[config.mk]
export PLATFORM = sky130hd
export DESIGN_NAME = rotate_right_seq
export DESIGN_NICKNAME = d
export VERILOG_FILES = /design/src/rtl/rotate_right_seq_pkg.sv /design/src/rtl/rotate_right_stage.sv /design/src/rtl/rotate_right_seq.sv
export SDC_FILE = /design/constraint.sdc
export NUM_CORES = 1
export LEC_CHECK = 0
export ABC_AREA = 1
export CAP_MARGIN = 20
export CORE_ASPECT_RATIO = 1.5
export CORE_UTILIZATION = 51
export DETAILED_ROUTE_END_ITERATION = 16
export PLACE_DENSITY = 0.76
export REMOVE_ABC_BUFFERS = 1
export SYNTH_ARGS = -nofsm -noshare
export SYNTH_HDL_FRONTEND = slang
export SYNTH_SLANG_ARGS = --single-unit
[constraint.sdc]
create_clock -name clk -period 1.83 [get_ports clk]
set_input_delay 0.366 -clock clk [delete_from_list [all_inputs] [get_ports clk]]
set_output_delay 0.366 -clock clk [all_outputs]
set_load 0.02 [all_outputs]
[src/rtl/rotate_right_seq_pkg.sv]
// Shared definitions for the sequential rotate-right unit.
//   state_e       : FSM state encoding (IDLE=2'b00, SHIFT=2'b01, DONE=2'b10)
//   DefaultWidth  : default data width of rotate_right_seq
package rotate_right_seq_pkg;

  localparam int unsigned DefaultWidth = 16;

  typedef enum logic [1:0] {
    StIdle  = 2'b00,
    StShift = 2'b01,
    StDone  = 2'b10
  } state_e;

endpackage

[src/rtl/rotate_right_stage.sv]
// One combinational stage of the log-shifter: rotates (or, with Op=1, logically
// shifts) the operand right by Amt when En is set, otherwise passes it through.
// Optional build macro: ROTR_SHR_OP_EN adds the Op input.
// Ports:
//   In  [WIDTH] operand
//   Amt [CW]    shift amount (a single power of two in normal use)
//   En          apply this stage
//   Op          0 = rotate, 1 = logical shift (only with ROTR_SHR_OP_EN)
//   Out [WIDTH] result
module rotate_right_stage #(
  parameter int unsigned WIDTH = 16,
  parameter int unsigned CW    = 4
) (
  input  logic [WIDTH-1:0] In,
  input  logic [CW-1:0]    Amt,
  input  logic             En,
`ifdef ROTR_SHR_OP_EN
  input  logic             Op,
`endif
  output logic [WIDTH-1:0] Out
);

  logic [2*WIDTH-1:0] dbl;
  logic [WIDTH-1:0]   rotated;

  // Shifting the doubled word right leaves the wrapped bits in the low half.
  assign dbl     = {In, In} >> Amt;
  assign rotated = dbl[WIDTH-1:0];

`ifdef ROTR_SHR_OP_EN
  logic [WIDTH-1:0] shifted;
  assign shifted = In >> Amt;
  assign Out     = En ? (Op ? shifted : rotated) : In;
`else
  assign Out     = En ? rotated : In;
`endif

endmodule

[src/rtl/rotate_right_seq.sv]
// Sequential rotate-right unit: rotates In right by Cnt, one binary stage per
// clock, MSB stage first, giving a fixed latency of CW cycles.
// Optional build macro: ROTR_SHR_OP_EN adds input Op (0 = rotate, 1 = logical
// shift right); timing and handshake are unchanged.
// Ports:
//   clk         clock, rising edge
//   rst         asynchronous active-high reset
//   Start       request, sampled on the rising edge
//   In  [WIDTH] operand, captured with Start
//   Cnt [CW]    rotate amount, captured with Start
//   Op          rotate/shift select, captured with Start (ROTR_SHR_OP_EN only)
//   Out [WIDTH] registered result, held until the next completion
//   Busy        high while an operation is in progress
//   Done        one-cycle completion pulse, Out valid in the same cycle
module rotate_right_seq
  import rotate_right_seq_pkg::*;
#(
  parameter int unsigned WIDTH = DefaultWidth,
  localparam int unsigned CW   = $clog2(WIDTH),
  localparam int unsigned SW   = (CW > 1) ? $clog2(CW) : 1
) (
  input  logic             clk,
  input  logic             rst,
  input  logic             Start,
  input  logic [WIDTH-1:0] In,
  input  logic [CW-1:0]    Cnt,
`ifdef ROTR_SHR_OP_EN
  input  logic             Op,
`endif
  output logic [WIDTH-1:0] Out,
  output logic             Busy,
  output logic             Done
);

  state_e           state_q, state_d;
  logic [WIDTH-1:0] data_q, data_d;
  logic [CW-1:0]    count_q, count_d;
  logic [SW-1:0]    stage_q, stage_d;
  logic [WIDTH-1:0] out_q, out_d;
  logic [WIDTH-1:0] stage_out;
  logic [CW-1:0]    stage_amt;
  logic             stage_en;

`ifdef ROTR_SHR_OP_EN
  logic op_q, op_d;
`endif

  // Current stage weight is 2^stage; it is applied only if that bit of the count is set.
  assign stage_amt = CW'(1) << stage_q;
  assign stage_en  = count_q[stage_q];

  rotate_right_stage #(
    .WIDTH (WIDTH),
    .CW    (CW)
  ) u_stage (
    .In  (data_q),
    .Amt (stage_amt),
    .En  (stage_en),
`ifdef ROTR_SHR_OP_EN
    .Op  (op_q),
`endif
    .Out (stage_out)
  );

  always_comb begin
    state_d = state_q;
    data_d  = data_q;
    count_d = count_q;
    stage_d = stage_q;
    out_d   = out_q;
`ifdef ROTR_SHR_OP_EN
    op_d    = op_q;
`endif
    unique case (state_q)
      StIdle, StDone: begin
        if (Start) begin
          state_d = StShift;
          data_d  = In;
          count_d = Cnt;
          stage_d = SW'(CW - 1);
`ifdef ROTR_SHR_OP_EN
          op_d    = Op;
`endif
        end else begin
          state_d = StIdle;
        end
      end
      StShift: begin
        // Start is deliberately ignored here: no queuing.
        data_d = stage_out;
        if (stage_q == '0) begin
          out_d   = stage_out;
          state_d = StDone;
        end else begin
          stage_d = stage_q - SW'(1);
        end
      end
      default: state_d = StIdle;
    endcase
  end

  always_ff @(posedge clk or posedge rst) begin
    if (rst) begin
      state_q <= StIdle;
      data_q  <= '0;
      count_q <= '0;
      stage_q <= '0;
      out_q   <= '0;
`ifdef ROTR_SHR_OP_EN
      op_q    <= 1'b0;
`endif
    end else begin
      state_q <= state_d;
      data_q  <= data_d;
      count_q <= count_d;
      stage_q <= stage_d;
      out_q   <= out_d;
`ifdef ROTR_SHR_OP_EN
      op_q    <= op_d;
`endif
    end
  end

  assign Out  = out_q;
  assign Busy = (state_q == StShift);
  assign Done = (state_q == StDone);

endmodule
==> results.py, run 1 <==
metrics = {
    "sta": {
        "fin_ws_ps": 93.8,
        "finalSetupViolations": 0,
        "post-route-min-period_ps": 1740,
        "max_freq_mhz": 576,
        "maxSlewHeadroom": 0.712,
        "fin_skew_ps": 10.5,
        "fin_hold_ws_ps": 414,
        "hold_viol": 0,
        "worst_pin_slew_ps": 431,
        "post-route-period-util": 0.949,
        "slew_violations": 0,
        "setup-tns-final_ps": 0,
    },
    "logic_synthesis": {
        "synth_area_per_cell_um2": 6.64,
        "synthArstFlopShare": 1.00,
        "synth_area_leaders": "dfrtp_1, nand3_1, nand2_1",
        "netlist.area_leader.share": 0.357,
        "seq_area_frac_synth": 0.357,
        "synth-seq-cells": 40,
        "yosysUniqueCellTypes": 24,
        "yosysWarnings": 0,
        "syn_area_um2": 2800,
        "synth_cells": 422,
        "synth.most_common_cell": "nand2_1",
        "synth_enable_flop_cells": 0,
        "synthTopCellsByCount": "nand2_1, nand3_1, inv_1",
        "yosys.area.top_type": "dfrtp_1",
        "ys.flop_type": "dfrtp_1",
    },
    "cells_and_area": {
        "seqCellArea_um2": 1000,
        "drive_gt1_frac": 0.122,
        "n_antenna_cell": 0,
        "final_nets": 496,
        "fin_area_um2": 3490,
        "area_growth_pct": 24.3,
        "multiInputGateArea_um2": 1550,
        "fillerInstances": 468,
    },
    "power": {
        "pwr-share-comb": 0.696,
        "internal_power_w": 0.00357,
        "seqPwrFrac": 0.225,
        "vdd_drop_max_uv": 1320,
        "p_clk_frac": 0.079,
        "p_switching_w": 0.00406,
        "power_leakage_nw": 1.75,
        "p_sw_frac": 0.532,
        "power_density_nw_per_um2": 2190,
    },
    "setup_path": {
        "arrival_ps": 1980,
        "reg2regPathDepth": 11,
        "r2r-start": "stage_q[0]$_DFFE_PP0P_",
        "cp_data_required_time_ps": 2070,
        "crit_fanout": 13,
        "cp-end-kind": "flop",
        "r2r_slack_ps": 90,
        "cp-start-kind": "flop",
        "setup.worst_path.class": "flop to flop",
        "timing.rr.end": "Out[1]$_DFFE_PP0P_",
    },
    "drt": {
        "drc": 0,
        "drt_pass1_iterations": 4,
        "wire_per_inst_um": 15.3,
        "viasPerCell": 5.49,
        "final_antenna_net_count": 0,
        "drt_iter0_drc": 245,
        "finalWirelength_um": 8190,
        "vias": 2945,
    },
    "floorplan": {
        "rows": 32,
        "io_pins": 41,
        "die_y_um": 92.8,
        "start_util": 0.539,
        "die_w_um": 62.5,
        "core_region_area_um2": 5200,
        "dieArea_um2": 5800,
    },
    "placement": {
        "place_worst_setup_slack_ps": 38.9,
        "io_buffers": 40,
        "routabilityCongestion": 0.904,
        "dp.final_hpwl_um": 6210,
        "place_area_um2": 3340,
    },
    "global_route": {
        "grt_usage": 0.303,
        "grt_max_degree": 41,
        "antenna_found_initial": 0,
        "grt_pass1_wl_um": 13400,
        "grt_overflow": 0,
        "grt_pass1_vias": 2739,
    },
    "clocking": {
        "cts-buffers-inserted": 5,
        "cts.sinks": 40,
        "cts_tree": "built",
        "cts.clk_slew.worst_paths_ps": 90,
        "root_buffer": "clkbuf_8",
        "htree_levels": 2,
        "insertion_delay_ps": 300,
        "cts_buffer_depth": 2,
    },
    "run": {
        "cap_viol_max_count": 0,
    },
    "run_status": {
        "status": "completed",
    },
    "worst_hold_path": {
        "hp-class": "input pin to asynchronous set/reset pin",
    },
}
==> worst max path at each step <==
stage	start	endpoint	slack, ps	cells past startpoint
2_1_floorplan	stage_q[1]$_DFFE_PP0P_	Out[13]$_DFFE_PP0P_	-80	11
3_3_place_gp	stage_q[0]$_DFFE_PP0P_	Out[1]$_DFFE_PP0P_	40	11
3_5_place_dp	stage_q[0]$_DFFE_PP0P_	Out[1]$_DFFE_PP0P_	40	11
4_1_cts	stage_q[0]$_DFFE_PP0P_	Out[1]$_DFFE_PP0P_	30	11
5_1_grt	stage_q[0]$_DFFE_PP0P_	Out[12]$_DFFE_PP0P_	-10	11
6_report	stage_q[0]$_DFFE_PP0P_	Out[1]$_DFFE_PP0P_	90	11
==> stage by stage <==
step / power [W] / cells / util
2_1_floorplan: 0.00504 / 403 / -
4_1_cts: 0.00750 / 536 / 0.659
6_report: 0.00763 / 536 / 0.670
3_5_place_dp: 0.00688 / 528 / 0.643
5_1_grt: 0.00834 / 536 / 0.670
3_3_place_gp: 0.00679 / 528 / 0.643
==> power groups by stage <==
stage / sequential [W] / clock [W] / combinational (W)
after global placement: 0.00172 / 0 / 0.00507
after floorplan: 0.00184 / 0 / 0.00320
after CTS: 0.00171 / 0.000614 / 0.00517
after detailed placement: 0.00171 / 0 / 0.00517
after global routing: 0.00176 / 0.000644 / 0.00594
final: 0.00172 / 0.000603 / 0.00531
==> per-layer routing <==
metal / routed length, um / track usage / vias to the layer above
met5: 0 / 0 / -
met4: 177 / 0.103 / 0
met3: 373 / 0.0296 / 15
met2: 4140 / 0.513 / 88
met1: 3490 / 0.400 / 1381
li1: - / - / 1461
==> placed cells by master, fill, tap and decap left out, drive strengths merged <==
master	instances
dfrtp	40
o21ai	16
inv	48
clkinv	1
clkinvlp	1
ha	6
o22ai	4
clkbuf	6
a31oi	1
nand3	124
mux2	2
buf	17
dlygate4sd2	2
o211ai	1
clkdlybuf4s50	38
nand2	152
nor2	6
a21oi	3
==> critical path: stages (launching register included) <==
cell and delay [ps]:
dfrtp_1 410, inv_2 120, ha_4 170, buf_8 150
nand2_1 90, nand3_1 130, nand3_1 110, nand2_1 100
nand2_1 50, nand3_1 140, nand3_1 120, nand2_1 80
==> registers in the layout (all words and copies together), names as in the netlist <==
name,cells
count_q,4
state_q,2
data_q,16
Out,16
stage_q,2
==> what timing repair did <==
item                       4_1_cts  5_1_grt
pin swaps                        0        1
hold buffers                     0        0
buffers inserted                 0        0
gates resized for setup          3       15
setup endpoints to repair        2       32
==> final cells by class <==
class	instances	area share
clock inverters	2	0.00467
repair buffers	57	0.165
flip-flops and latches	40	0.288
well taps	68	0.0244
multi-input cells	315	0.445
clock buffers	6	0.0208
inverters	48	0.0531
==> logic make-up after synthesis <==
| group | share of synthesized area |
|---|---|
| buf+inv | 0.104 |
| simple gates | 0.453 |
| flops | 0.357 |
| mux | 0.00803 |
| compound gates | 0.0504 |
| fa+ha+maj | 0.0268 |
Power figures use the tool's default switching activity.
==> inputs of run 2 (changes only) <==
Clock period 1.83 ns to 1.7 ns, I/O delays scaled along.
==> run 2 against run 1 <==
  * Count of clock-buffer cells in the layout unchanged
  * Critical endpoint is now Out[3]$_DFFE_PP0P_
  * Clock skew down 4.0 ps
  * Clock power is essentially flat
  * Setup slack worse by 54 ps
  * Final cell count grew 2.1%
  * Non-clock buffer count increased by 12
  * Utilization grew 8.9 points
  * Combinational power is 30% higher
  * Register-to-register slack worse by 50 ps
==> results.py, run 2 (synthesis gave the netlist of run 1 again) <==
metrics = {
    "sta": {
        "setup-tns-final_ps": 0,
        "hold_viol": 0,
        "maxSlewHeadroom": 0.795,
        "finalSetupViolations": 0,
        "fin_skew_ps": 6.44,
        "post-route-period-util": 0.977,
        "max_freq_mhz": 602,
        "rsz0062_at_grt": "yes",
        "post-route-min-period_ps": 1660,
        "fin_ws_ps": 39.9,
        "slew_violations": 0,
        "worst_pin_slew_ps": 307,
    },
    "run_status": {
        "status": "completed",
    },
    "run": {
        "cap_viol_max_count": 0,
    },
    "clocking": {
        "cts.clk_slew.worst_paths_ps": 80,
        "cts-buffers-inserted": 5,
        "cts_hold_buf": 0,
        "htree_levels": 2,
        "cts.sinks": 40,
        "cts_tree": "built",
        "cts_buffer_depth": 2,
        "insertion_delay_ps": 290,
        "root_buffer": "clkbuf_8",
    },
    "setup_path": {
        "crit_path_max_incr_delay_ps": 410,
        "cp_data_required_time_ps": 1880,
        "crit_top_cell": "nand3_1",
        "cp-start-kind": "flop",
        "crit_fanout": 5,
        "crit_chain": "inv_4 > buf_4 > ha_4 > inv_2 > nand2_2 > nand3_1 > nand3_1 > nand2_2 > nand2_1 > nand3_2 > nand3_1 > nand2_1",
        "cp-end-kind": "flop",
        "cp_slowest_cell": "dfrtp_1",
        "setup.worst_path.class": "flop to flop",
        "arrival_ps": 1840,
    },
    "cells_and_area": {
        "area_growth_pct": 40.9,
        "layout_common_cells": "nand2_1, nand3_1, nand3_2",
        "final_cell_count_no_fill": 547,
        "fillerInstances": 416,
        "n_antenna_cell": 0,
        "seqCellArea_um2": 1000,
        "drive_gt1_frac": 0.292,
        "layout_commonest_cell": "nand2_1",
        "final_nets": 508,
        "multiInputGateArea_um2": 1890,
    },
    "power": {
        "power_density_nw_per_um2": 2380,
        "p_clk_frac": 0.064,
        "pwr-share-comb": 0.737,
        "power_leakage_nw": 1.92,
        "seqPwrFrac": 0.198,
        "p_sw_frac": 0.535,
        "p_switching_w": 0.00502,
        "vdd_drop_max_uv": 1410,
        "internal_power_w": 0.00437,
    },
    "floorplan": {
        "die_w_um": 62.5,
        "rows": 32,
        "core_region_area_um2": 5200,
        "dieArea_um2": 5800,
        "die_y_um": 92.8,
        "io_pins": 41,
        "start_util": 0.539,
    },
    "placement": {
        "place_worst_setup_slack_ps": -108,
        "dp.final_hpwl_um": 6340,
        "routabilityCongestion": 0.942,
        "dp_cells": 535,
        "io_buffers": 40,
    },
    "worst_hold_path": {
        "hp-class": "input pin to asynchronous set/reset pin",
    },
    "global_route": {
        "grt_pass1_wl_um": 14300,
        "grt_pass1_vias": 3077,
        "grt_overflow": 0,
        "antenna_found_initial": 0,
        "grt_usage": 0.319,
        "grt_max_degree": 41,
    },
    "drt": {
        "drt_iter0_drc": 234,
        "viasPerCell": 5.65,
        "finalWirelength_um": 8830,
        "final_antenna_net_count": 0,
        "vias": 3093,
        "wire_per_inst_um": 16.1,
        "drt_pass1_iterations": 5,
        "drc": 0,
    },
}
-- run 2: cell count changes in the layout (fill, tap and decap cells not counted), sizes merged --
cell,previous run,this run
buf,17,29
clkinvlp,1,0
-- run 2: path summary, 6_finish.rpt --
check	start	end	slack [ps]	depth (start not counted)
max in group asynchronous	rst	count_q[1]$_DFFE_PP0P_	1090	3
worst max register to register	stage_q[1]$_DFFE_PP0P_	Out[3]$_DFFE_PP0P_	40	12
min in group clk	Out[13]$_DFFE_PP0P_	Out[13]$_DFFE_PP0P_	480	2
worst min-delay path	rst	Out[9]$_DFFE_PP0P_	400	3
worst min register to register	Out[13]$_DFFE_PP0P_	Out[13]$_DFFE_PP0P_	480	2
worst max-delay path	stage_q[1]$_DFFE_PP0P_	Out[3]$_DFFE_PP0P_	40	12
-- run 2: worst max-delay path: cells and delay by family (launching register included) --
family	cells	cell delay [ps]
and+or+nand+nor	8	680
adders and majority gates	1	150
buffers and inverters	3	300
DFF	1	410
-- run 2: through the flow --
| stage | total power [W] | hold WS, ps | utilization | cell area (um2) |
|---|---|---|---|---|
| 2_1_floorplan | 0.00543 | 480 | - | 2690 |
| 3_3_place_gp | 0.00743 | 467 | 0.653 | 3400 |
| 3_5_place_dp | 0.00755 | 465 | 0.653 | 3400 |
| 4_1_cts | 0.00834 | 412 | 0.684 | 3560 |
| 5_1_grt | 0.0101 | 451 | 0.759 | 3950 |
| 6_report | 0.00939 | 403 | 0.759 | 3950 |
-- run 2: timing repair --
item	in CTS	in global routing
resized for setup	20	86
buffers inserted	1	4
endpoints found under the setup margin	34	32
pin swaps	2	21
-- run 2: per-layer routing --
layer | track usage | wire (um)
met1 | 0.388 | 3500
met5 | 0 | 0
met2 | 0.528 | 4490
met3 | 0.0603 | 533
met4 | 0.171 | 314
-- run 2: cell type report --
cell class                 instances  share of cell area
sequential                        40               0.253
timing repair buffer              69               0.175
clock buffer                       6              0.0184
clock inverter                     1             0.00127
tap                               68              0.0215
multi-input combinational        315               0.479
inverter                          48              0.0507
-- run 2: power groups by stage --
stage / Clock [W] / Sequential (W) / Combinational [W]
after floorplan: 0 / 0.00198 / 0.00344
after global placement: 0 / 0.00184 / 0.00560
after detailed placement: 0 / 0.00184 / 0.00571
after CTS: 0.000618 / 0.00182 / 0.00590
after global routing: 0.000659 / 0.00191 / 0.00758
final: 0.000605 / 0.00186 / 0.00692
==> inputs of run 3 (changes only) <==
Settings changed: ABC_AREA 1 to not set, PLACE_DENSITY 0.76 to not set, PLACE_DENSITY_LB_ADDON set to 0.08.
==> run 3 against run 2 <==
  * The run now ends with setup timing left
  * Critical path type unchanged
  * Critical endpoint unchanged
  * Largest cell class unchanged
  * Critical path depth decreased by 4
  * Non-clock buffer count grew 70
  * Combinational power up 20%
  * Utilization is 6.3 points higher
  * Die area up 4.0%
  * Count of clock-buffer cells in the layout rose by 2
==> results.py, run 3 <==
metrics = {
    "power": {
        "seqPwrFrac": 0.174,
        "power_density_nw_per_um2": 2410,
        "internal_power_w": 0.00596,
        "p_switching_w": 0.00491,
        "p_clk_frac": 0.062,
        "pwr-share-comb": 0.763,
        "vdd_drop_max_uv": 1360,
        "power_leakage_nw": 1.87,
        "finalPower_w": 0.0109,
        "p_sw_frac": 0.452,
    },
    "logic_synthesis": {
        "synth_enable_flop_cells": 0,
        "synth_cells": 281,
        "netlist.area_leader.share": 0.343,
        "yosysUniqueCellTypes": 47,
        "yosys.area.top_type": "dfrtp_1",
        "synth-seq-cells": 40,
        "synth_area_per_cell_um2": 10.4,
        "seq_area_frac_synth": 0.343,
        "ys.flop_type": "dfrtp_1",
        "synth_area_leaders": "dfrtp_1, o221ai_1, mux2i_1",
        "yosysWarnings": 0,
        "synth.most_common_cell": "dfrtp_1",
        "synthArstFlopShare": 1.00,
        "synthTopCellsByCount": "dfrtp_1, o221ai_1, nand2_1",
        "syn_area_um2": 2920,
    },
    "sta": {
        "max_freq_mhz": 446,
        "rsz0062_at_grt": "yes",
        "worst_pin_slew_ps": 601,
        "hold_viol": 0,
        "setup-tns-final_ps": -11600,
        "fin_hold_ws_ps": 422,
        "post-route-period-util": 1.32,
        "maxSlewHeadroom": 0.596,
        "fin_skew_ps": 3.88,
        "fin_ws_ps": -542,
        "finalSetupViolations": 32,
        "slew_violations": 0,
        "post-route-min-period_ps": 2240,
    },
    "drt": {
        "finalWirelength_um": 11100,
        "drc": 0,
        "wl_met3_um": 607,
        "top_layer": "met4",
        "final_antenna_net_count": 0,
        "wire_per_inst_um": 23.2,
        "drt_iter0_drc": 233,
        "vias": 3097,
        "wl_met2_um": 5860,
        "viasPerCell": 6.51,
        "wl_met1_um": 4090,
        "drt_pass1_iterations": 4,
    },
    "clocking": {
        "root_buffer": "clkbuf_8",
        "cts-buffers-inserted": 5,
        "insertion_delay_ps": 290,
        "cts.clk_slew.worst_paths_ps": 80,
        "cts_hold_buf": 0,
        "cts_buffer_depth": 2,
        "cts_tree": "built",
        "cts.sinks": 40,
        "htree_levels": 2,
    },
    "cells_and_area": {
        "fin_area_um2": 4520,
        "drive_gt1_frac": 0.424,
        "multiInputGateArea_um2": 2040,
        "area_growth_pct": 54.6,
        "fillerInstances": 349,
        "layout_common_cells": "buf_4, dfrtp_1, clkdlybuf4s50_1",
        "layout_commonest_cell": "buf_4",
        "n_antenna_cell": 0,
        "final_nets": 434,
        "seqCellArea_um2": 1000,
    },
    "setup_path": {
        "cp_data_required_time_ps": 1870,
        "reg2regPathDepth": 8,
        "crit_fanout": 3,
        "crit_end": "Out[3]$_DFFE_PP0P_",
        "setup.worst_path.class": "flop to flop",
        "cp-start-kind": "flop",
        "r2r-start": "stage_q[0]$_DFFE_PP0P_",
        "cp-startpoint": "stage_q[0]$_DFFE_PP0P_",
        "arrival_ps": 2410,
        "timing.rr.end": "Out[3]$_DFFE_PP0P_",
        "r2r_slack_ps": -540,
        "cp-end-kind": "flop",
    },
    "global_route": {
        "grt_pass1_vias": 3167,
        "grt_pass1_wl_um": 16900,
        "grt_overflow": 0,
        "grt_usage": 0.383,
        "antenna_found_initial": 0,
        "grt_max_degree": 41,
    },
    "floorplan": {
        "start_util": 0.532,
        "core_region_area_um2": 5490,
        "die_w_um": 63.8,
        "dieArea_um2": 6040,
        "io_pins": 41,
        "die_y_um": 94.7,
        "rows": 33,
    },
    "placement": {
        "io_buffers": 40,
        "place_area_um2": 3980,
        "place_worst_setup_slack_ps": -594,
        "dp.final_hpwl_um": 7650,
        "routabilityCongestion": 1.01,
    },
    "worst_hold_path": {
        "hp-class": "input pin to asynchronous set/reset pin",
    },
    "run_status": {
        "violations": "setup timing",
        "status": "finished with violations",
    },
    "run": {
        "cap_viol_max_count": 0,
    },
}
[run 3: cell count changes in the layout (fill, tap and decap cells not counted), moves of 13 or more]
cell,delta
o221ai_2,+14
nand2_1,-99
mux2i_1,+14
buf_4,+59
nand3_2,-49
nand2_2,-29
nand3_1,-68
mux4_2,+13
inv_1,-31
[run 3: critical path, stage by stage, from the launching register on]
cell and delay (ps):
dfrtp_1 390, inv_2 80, ha_4 160, mux4_2 510
a222oi_1 450, buf_4 200, buf_4 120, o32a_2 140
o41ai_1 60
[run 3: area by class of cell]
type	instances	area share
Multi-Input combinational cell	209	0.452
Timing Repair Buffer	139	0.279
Sequential cell	40	0.222
Clock buffer	8	0.0200
Tap cell	70	0.0194
Inverter	10	0.00831
[run 3: cell families (layout without fill, tap and decap cells)]
family,after synthesis,count (layout),share of synthesized area
compound gates,78,78,0.213
fa+ha+maj,6,6,0.0257
buf+inv,33,157,0.0536
flops,40,40,0.343
mux,46,47,0.229
simple gates,78,78,0.136
[run 3: per-stage QoR]
| step | utilization | instances |
|---|---|---|
| floorplan | - | 258 |
| global placement | 0.725 | 452 |
| detailed placement | 0.725 | 452 |
| CTS | 0.794 | 470 |
| global route | 0.822 | 476 |
| finish | 0.822 | 476 |
[run 3: worst min path at each step]
| stage | to | slack, ps | cells past startpoint | from |
|---|---|---|---|---|
| finish | Out[10]$_DFFE_PP0P_ | 420 | 3 | rst |
| global route | Out[10]$_DFFE_PP0P_ | 460 | 3 | rst |
| CTS | data_q[4]$_DFFE_PP0P_ | 440 | 3 | rst |
| detailed placement | Out[12]$_DFFE_PP0P_ | 500 | 2 | Out[12]$_DFFE_PP0P_ |
| global placement | Out[2]$_DFFE_PP0P_ | 490 | 2 | Out[2]$_DFFE_PP0P_ |
| floorplan | count_q[0]$_DFFE_PP0P_ | 450 | 2 | Cnt[0] |
[run 3: metal layers]
metal,vias to the layer above,track usage
met1,1573,0.430
met5,-,0
met3,42,0.0604
met2,124,0.705
met4,0,0.170
li1,1358,-
[run 3: timing repair]
action	CTS	global route
setup buffers	9	9
cloned	1	0
resized for setup	48	29
pin swaps	10	12
setup endpoints to repair	34	32
[run 3: power groups by stage]
stage	Combinational, W	Clock (W)	Sequential [W]
detailed placement	0.00652	0	0.00184
floorplan	0.00319	0	0.00194
finish	0.00830	0.000675	0.00190
global route	0.00869	0.000713	0.00193
global placement	0.00640	0	0.00183
CTS	0.00746	0.000676	0.00185
